==> config.mk <==
export PLATFORM = sky130hd
export DESIGN_NAME = boot_loader
export DESIGN_NICKNAME = d
export VERILOG_FILES = /design/src/rtl/boot_pkg.sv /design/src/rtl/boot_byte_pack.sv /design/src/rtl/boot_loader.sv
export SDC_FILE = /design/constraint.sdc
export NUM_CORES = 1
export LEC_CHECK = 0
export ABC_CLOCK_PERIOD_IN_PS = 4000
export BUFFER_PORTS_ARGS = -buffer_cell sky130_fd_sc_hd__buf_2
export CAP_MARGIN = 30
export CORE_ASPECT_RATIO = 0.75
export CORE_UTILIZATION = 60
export CTS_CLUSTER_SIZE = 10
export DETAILED_ROUTE_END_ITERATION = 8
export PLACE_DENSITY_LB_ADDON = 0.25
export SYNTH_ARGS = -nofsm -noshare
export SYNTH_HDL_FRONTEND = slang
export SYNTH_SLANG_ARGS = --single-unit
==> constraint.sdc <==
create_clock -name clk -period 4 [get_ports clk]
set_input_delay 0.6 -clock clk [delete_from_list [all_inputs] [get_ports clk]]
set_output_delay 0.6 -clock clk [all_outputs]
set_load 0.005 [all_outputs]
==> src/rtl/boot_pkg.sv <==
// boot_pkg: shared types and constants for the serial boot loader.
//   boot_state_e : loader FSM states
//   BOOT_BE_ALL  : byte-enable for a full 32-bit word write
//   BOOT_WORD_W  : data/address word width
package boot_pkg;

  localparam int unsigned BOOT_WORD_W         = 32;
  localparam int unsigned BOOT_BYTES_PER_WORD = 4;
  localparam logic [3:0]  BOOT_BE_ALL         = 4'hF;

  typedef enum logic [2:0] {
    LEN,
    DATA,
    WRITE,
    CSUM,
    DONE,
    ERR
  } boot_state_e;

endpackage

==> src/rtl/boot_byte_pack.sv <==
// boot_byte_pack: assembles little-endian 32-bit words from a byte stream.
//   clk, rst_n  : clock, asynchronous active-low reset
//   clr         : synchronous clear of byte index and partial word
//   byte_valid  : byte_data is valid this cycle
//   byte_data   : incoming byte
//   word        : assembled word; valid only while word_valid is high
//   word_valid  : one-cycle pulse in the cycle the 4th byte arrives
module boot_byte_pack
  import boot_pkg::*;
(
  input  logic                   clk,
  input  logic                   rst_n,
  input  logic                   clr,
  input  logic                   byte_valid,
  input  logic [7:0]             byte_data,
  output logic [BOOT_WORD_W-1:0] word,
  output logic                   word_valid
);

  logic [1:0]             byte_idx;
  logic [BOOT_WORD_W-1:0] shreg;

  // NOTE: sequential state uses non-blocking assignments so every register
  // samples pre-edge values regardless of statement order.
  always_ff @(posedge clk or negedge rst_n) begin
    if (!rst_n) begin
      byte_idx <= '0;
      shreg    <= '0;
    end else if (clr) begin
      byte_idx <= '0;
      shreg    <= '0;
    end else if (byte_valid) begin
      shreg[8*byte_idx +: 8] <= byte_data;
      byte_idx               <= byte_idx + 2'd1;
    end
  end

  // The 4th byte bypasses the register so the FSM can act in the same cycle;
  // this is what lets req rise the cycle after the last byte's strobe.
  assign word_valid = byte_valid && (byte_idx == 2'd3);

  always_comb begin
    word        = shreg;
    word[31:24] = byte_data;
  end

endmodule

==> src/rtl/boot_loader.sv <==
// boot_loader: loads a program from a UART byte stream into instruction RAM.
// Stream: 4-byte word count N, then N data words, all little-endian.
// Optional feature macro BOOT_CHECKSUM_EN: a trailing 4-byte checksum
// (mod-2^32 sum of the data words) is required; a mismatch is an error.
// Ports:
//   clk, rst_n                  : clock, asynchronous active-low reset
//   rx_data, rx_valid           : received byte and its one-cycle strobe
//   boot_bypass                 : skip loading if set before any byte arrives
//   boot_dat_addr/wdata/be      : boot data bus (byte address, data, enables)
//   boot_ctr_req/we, boot_ctr_gnt : boot control bus handshake
//   RstBoot                     : holds the core in reset while loading/error
//   boot_done, boot_err         : load complete / sticky error
module boot_loader
  import boot_pkg::*;
#(
  parameter logic [31:0] BASE_ADDR   = 32'h0000_0000,
  parameter int unsigned MAX_WORDS   = 4096,
  parameter int unsigned TIMEOUT_CYC = 1_000_000
) (
  input  logic                   clk,
  input  logic                   rst_n,
  input  logic [7:0]             rx_data,
  input  logic                   rx_valid,
  input  logic                   boot_bypass,
  output logic [BOOT_WORD_W-1:0] boot_dat_addr,
  output logic [BOOT_WORD_W-1:0] boot_dat_wdata,
  output logic [3:0]             boot_dat_be,
  output logic                   boot_ctr_req,
  output logic                   boot_ctr_we,
  input  logic                   boot_ctr_gnt,
  output logic                   RstBoot,
  output logic                   boot_done,
  output logic                   boot_err
);

  localparam int unsigned TO_W = $clog2(TIMEOUT_CYC + 1);

`ifdef BOOT_CHECKSUM_EN
  localparam boot_state_e AFTER_DATA = CSUM;
  logic [BOOT_WORD_W-1:0] acc, acc_next;
`else
  localparam boot_state_e AFTER_DATA = DONE;
`endif

  boot_state_e            state, state_next;
  logic [BOOT_WORD_W-1:0] idx, idx_next;
  logic [BOOT_WORD_W-1:0] n_words, n_next;
  logic [BOOT_WORD_W-1:0] addr_next, wdata_next;
  logic [TO_W-1:0]        to_cnt, to_next, to_inc;
  logic                   got_byte;
  logic                   byte_in, to_run, timeout, load_word, pack_clr;
  logic [BOOT_WORD_W-1:0] word;
  logic                   word_valid;

  // Terminal states ignore the stream entirely.
  assign byte_in = rx_valid && (state != DONE) && (state != ERR);

  boot_byte_pack u_pack (
    .clk        (clk),
    .rst_n      (rst_n),
    .clr        (pack_clr),
    .byte_valid (byte_in),
    .byte_data  (rx_data),
    .word       (word),
    .word_valid (word_valid)
  );

  // Inter-byte timer: not counted while waiting on gnt, nor before the first byte.
  assign to_run  = ((state == LEN) && got_byte) || (state == DATA) || (state == CSUM);
  assign to_inc  = to_cnt + TO_W'(1);
  assign timeout = to_run && !rx_valid && (to_inc == TO_W'(TIMEOUT_CYC));
  assign to_next = rx_valid ? '0 : (to_run ? to_inc : to_cnt);

  // NOTE: every combinational output gets a default first, so no path
  // through the case statement can leave one unassigned and infer a latch.
  always_comb begin
    state_next = state;
    idx_next   = idx;
    n_next     = n_words;
    addr_next  = boot_dat_addr;
    wdata_next = boot_dat_wdata;
    load_word  = 1'b0;
`ifdef BOOT_CHECKSUM_EN
    acc_next   = acc;
`endif

    unique case (state)
      LEN: begin
        if (!got_byte && boot_bypass) begin
          state_next = DONE;
        end else if (word_valid) begin
          n_next   = word;
          idx_next = '0;
          if (word > BOOT_WORD_W'(MAX_WORDS)) state_next = ERR;
          else if (word == '0)                 state_next = AFTER_DATA;
          else                                 state_next = DATA;
        end
      end
      DATA: load_word = word_valid;
      WRITE: begin
        if (boot_ctr_gnt) begin
          idx_next = idx + 32'd1;
          if (idx_next == n_words) begin
            state_next = AFTER_DATA;
`ifdef BOOT_CHECKSUM_EN
            // Checksum word completing on the final grant is checked at once.
            if (word_valid) state_next = (word == acc) ? DONE : ERR;
`endif
          end else if (word_valid) begin
            load_word = 1'b1;  // next word arrived with the grant: chain writes
          end else begin
            state_next = DATA;
          end
        end else if (word_valid) begin
          state_next = ERR;    // a second word while the first is still pending
        end
      end
`ifdef BOOT_CHECKSUM_EN
      CSUM: if (word_valid) state_next = (word == acc) ? DONE : ERR;
`endif
      default: ;
    endcase

    if (load_word) begin
      state_next = WRITE;
      wdata_next = word;
      addr_next  = BASE_ADDR + {idx_next[29:0], 2'b00};
`ifdef BOOT_CHECKSUM_EN
      acc_next   = acc + word;
`endif
    end

    if (timeout) state_next = ERR;
  end

  assign pack_clr = (state_next != state) && ((state_next == DONE) || (state_next == ERR));

  // Outputs are registered from the next state so they change with it.
  always_ff @(posedge clk or negedge rst_n) begin
    if (!rst_n) begin
      state          <= LEN;
      idx            <= '0;
      n_words        <= '0;
      to_cnt         <= '0;
      got_byte       <= 1'b0;
      boot_dat_addr  <= '0;
      boot_dat_wdata <= '0;
      boot_dat_be    <= '0;
      boot_ctr_req   <= 1'b0;
      boot_ctr_we    <= 1'b0;
      RstBoot        <= 1'b1;
      boot_done      <= 1'b0;
      boot_err       <= 1'b0;
`ifdef BOOT_CHECKSUM_EN
      acc            <= '0;
`endif
    end else begin
      state          <= state_next;
      idx            <= idx_next;
      n_words        <= n_next;
      to_cnt         <= to_next;
      got_byte       <= got_byte | byte_in;
      boot_dat_addr  <= addr_next;
      boot_dat_wdata <= wdata_next;
      boot_dat_be    <= (state_next == WRITE) ? BOOT_BE_ALL : 4'h0;
      boot_ctr_req   <= (state_next == WRITE);
      boot_ctr_we    <= (state_next == WRITE);
      RstBoot        <= (state_next != DONE);
      boot_done      <= (state_next == DONE);
      boot_err       <= (state_next == ERR);
`ifdef BOOT_CHECKSUM_EN
      acc            <= acc_next;
`endif
    end
  end

endmodule

==> impl_summary.log <==
INFO  metric grt_pass1_wl = 38450 µm
INFO  metric clock-sinks = 180
INFO  metric timing.reg2reg.setup_slack = 0.15 ns
INFO  metric postCtsHoldBufs = 0
INFO  metric final_design_area_no_fill = 10640 µm²
INFO  metric antenna_violations_before_repair = 0
INFO  metric routedWlPerCell = 20.31 µm
INFO  metric cap_violations = 0
INFO  metric ys_top_cells_by_count = 179 x dfrtp_1, 69 x nand2_1, 58 x mux2_1
INFO  metric chain_of_cells_forming_the_critical_path = nand4_1 -> buf_4 -> or4_1 -> or3_1 -> a31o_2 -> or4_1 -> o41a_1 -> a211oi_4 -> buf_12 -> a21oi_1
INFO  metric hpwl = 16900 µm
INFO  metric totalPowerFinal = 4.377 mW
INFO  metric synth.largest_area_cell = dfrtp_1
INFO  metric power.share.sequential = 0.479
INFO  metric place_worst_setup_slack = ~0.19 ns
INFO  metric power_frac_comb = 0.134
INFO  metric globalRoute.busiestLayer = met1
INFO  metric post_route_cells_drive_above_1_share = 0.2062
INFO  metric internal_power = between 3 and 4 mW
INFO  metric synth.top_cells.by_area = dfrtp_1 48%, mux2_1 7.0%, mux2_2 4.5%, xor2_1 3.2%, o21ai_0 2.9%
INFO  metric cts_buffers = 17
INFO  metric met2_usage = 0.4490
INFO  metric clock_power_share = 0.388
INFO  metric critical-path-slowest-cell = or4_1
INFO  metric worstSetupStartpointType = register
INFO  metric final.setup.worst_slack = around 0.15 ns
INFO  metric floorplan.rows = 39
INFO  metric place_area = 10030 µm²
INFO  metric timing.final.hold_violations = 0
INFO  metric cts_max_level = 4
INFO  metric grt.met1_usage = 0.4695
INFO  metric worst-slew-pin-transition = 0.8708 ns
INFO  metric post-route-period-util = 0.9622
INFO  metric worst_hold_path_type = input port to asynchronous set/reset pin
INFO  metric core_area = 15220 µm²
INFO  metric cp_slowest_stage_delay = 0.62 ns
INFO  metric place_inst = 1167
INFO  metric vdd.ir_drop.worst = 0.0003122 V
INFO  metric gr-usage-met3 = 0.08354
INFO  metric cts_tree = yes
INFO  metric clock_skew = around 0.014 ns
INFO  metric status = finished with violations
INFO  metric worst_r2r_startpoint = idx[12]
INFO  metric ys_ff_latch = 180
INFO  metric clock_insertion_delay_worst_skew = 0.44 ns
INFO  metric postSynth.topFlopCell = dfrtp_1
INFO  metric critPathLaunch = idx[12]
INFO  metric syn_area = around 9400 µm²
INFO  metric antenna_cells_inserted = 0
INFO  metric worst_path_required = 4.32 ns
INFO  metric violations = DRC
INFO  metric ant_nets = 0
INFO  metric layout.core_utilization = 0.6987
INFO  metric slew_headroom = 0.4182
INFO  metric synth_most_common_cell = dfrtp_1
INFO  metric io_buffer_count = 83
INFO  metric clock_tree.buffer_depth = 2
INFO  metric worst_slack_on_hold_paths = 0.2580 ns
INFO  metric fmax = 0.2598 GHz
INFO  metric vias_per_cell = 6.324
INFO  metric chipHeight = ~110 µm
INFO  metric setup-tns-final = 0 ns
INFO  metric die_extent_in_x = 146.2 µm
INFO  metric grt.overflow.total = 0
INFO  metric synth_enable_flop_cells = 0
INFO  metric yosysWarningCount = 0
INFO  metric postSynthCellCount = 907
INFO  metric sw_frac_of_total = 0.2975
INFO  metric avgSynthCellArea = 10.32 µm²
INFO  metric die-area = between 15000 and 20000 µm²
INFO  metric flow.area_growth_from_synthesis = 13.69%
INFO  metric post-route-min-period = about 3.8 ns
INFO  metric crit_fanout = 26
INFO  metric finalWeightedCongestion = 0.9855
INFO  metric timing.final.max_slew_violations = 0
INFO  metric rsz0062_at_grt = false
INFO  metric synth-seq-area-share = 0.4815
INFO  metric power_density_of_the_placed_cells = 411.5 nW/µm²
INFO  metric asyncSetResetFlopFracSynth = 1.000
INFO  metric worst_setup_hold_path_clk_slew = ~0.080 ns
INFO  metric worst_path_most_repeated_cell = or4_1
INFO  metric setup_viol = 0
INFO  metric detailedRoute.firstPassIterationCount = 8
INFO  metric largest_net_degree_at_the_start_of_global_routing = 95
INFO  metric switchingPower = 1.302 mW
INFO  metric cp_data_arrival_time = approximately 4.2 ns
INFO  metric grt.total_usage = 0.3156
INFO  metric final-instance-count-excl-fill = 1199
INFO  metric synth_cell_types = 66
INFO  metric power.static_leakage = 5.213 nW
INFO  metric drt_drc_violations_left = 2
INFO  metric num_io_pins = 86
INFO  metric routed_wirelength = roughly 24000 µm
INFO  metric num-nets-final = 1002
INFO  metric synth_top_cell_area_share = 0.4787
INFO  metric timing.critical_path.to_type = register
INFO  metric initial_utilization = 0.6146
INFO  metric vias = 7582
INFO  metric clock-root-buffer = clkbuf_16
INFO  metric worstSetupPathType = register to register
INFO  metric drt-initial-drc-count = 1038
INFO  metric grt_pass1_vias = 6854
INFO  metric post_cts_buffers = 0
## cell families after synthesis
logic type,share of synthesized area
multiplexers,0.1154
buffers and inverters,0.04306
flip-flops,0.4815
XOR/XNOR,0.05242
adder cells (fa/ha/maj),0.01070
other,0.0004008
AND/OR/NAND/NOR,0.1804
AO/OA/AOI/OAI,0.1161
## state kept, by name, summed over array words and instances, names as in the netlist, 2 cells and up
register	cells
boot_dat_addr	30
u_pack.shreg	24
boot_dat_wdata	32
u_pack.byte_idx	2
to_cnt	20
state	3
idx	32
n_words	32
## path summary, 6_finish.rpt
check	depth (start not counted)	end
min in group clk	1	boot_dat_addr[21]
worst min-delay path	1	to_cnt[13]
worst min register to register	1	boot_dat_addr[21]
max in group asynchronous	2	u_pack.shreg[5]
worst max-delay path	10	u_pack.shreg[18]
worst max register to register	10	u_pack.shreg[18]
## worst max-delay path: cells and delay by family (launching register included)
family                 cells  cell delay, ns
AO/OA/AOI/OAI              4            1.04
buffers and inverters      2            0.44
flip-flops                 1            0.47
AND/OR/NAND/NOR            4            1.78
## metal layers
metal,part of all wire,up-vias
met3,0.097,32
met4,0.017,0
met1,0.46,3698
met2,0.42,392
li1,-,3460
met5,0,-
## cell usage in the layout (no fill, tap or decap), types with 14 or more instances in the layout
cell type,n
a21oi_1,52
and2_1,16
and3_1,22
buf_2,83
buf_4,34
clkbuf_16,17
dfrtp_1,179
mux2_1,58
mux2_2,37
nand2_1,69
nand3_1,48
nand4_1,30
nor2_1,50
nor4_1,18
o21ai_0,54
o31ai_1,14
xnor2_1,22
xor2_1,34
## final cells by class
class                      instances  area, µm²
fill                            1176       4587
clock inverter                    14      160.2
timing repair buffer             122      762.0
multi-input combinational        649       4483
tap                              205      256.5
inverter                          11      41.29
sequential                       180       4506
clock buffer                      18      429.2
## power by group through the flow
stage	clock, mW	combinational [mW]	sequential (mW)
floorplan	0	0.369	2.07
global placement	0	0.544	2.12
detailed placement	0	0.564	2.12
CTS	1.72	0.575	2.09
global route	1.79	0.639	2.11
finish	1.70	0.584	2.10
## timing repair
action,in CTS,in global routing
endpoints found under the setup margin,0,48
resized for setup,0,2
endpoints found under the hold margin,0,0
Note: power is estimated with default switching activity, not from simulation.
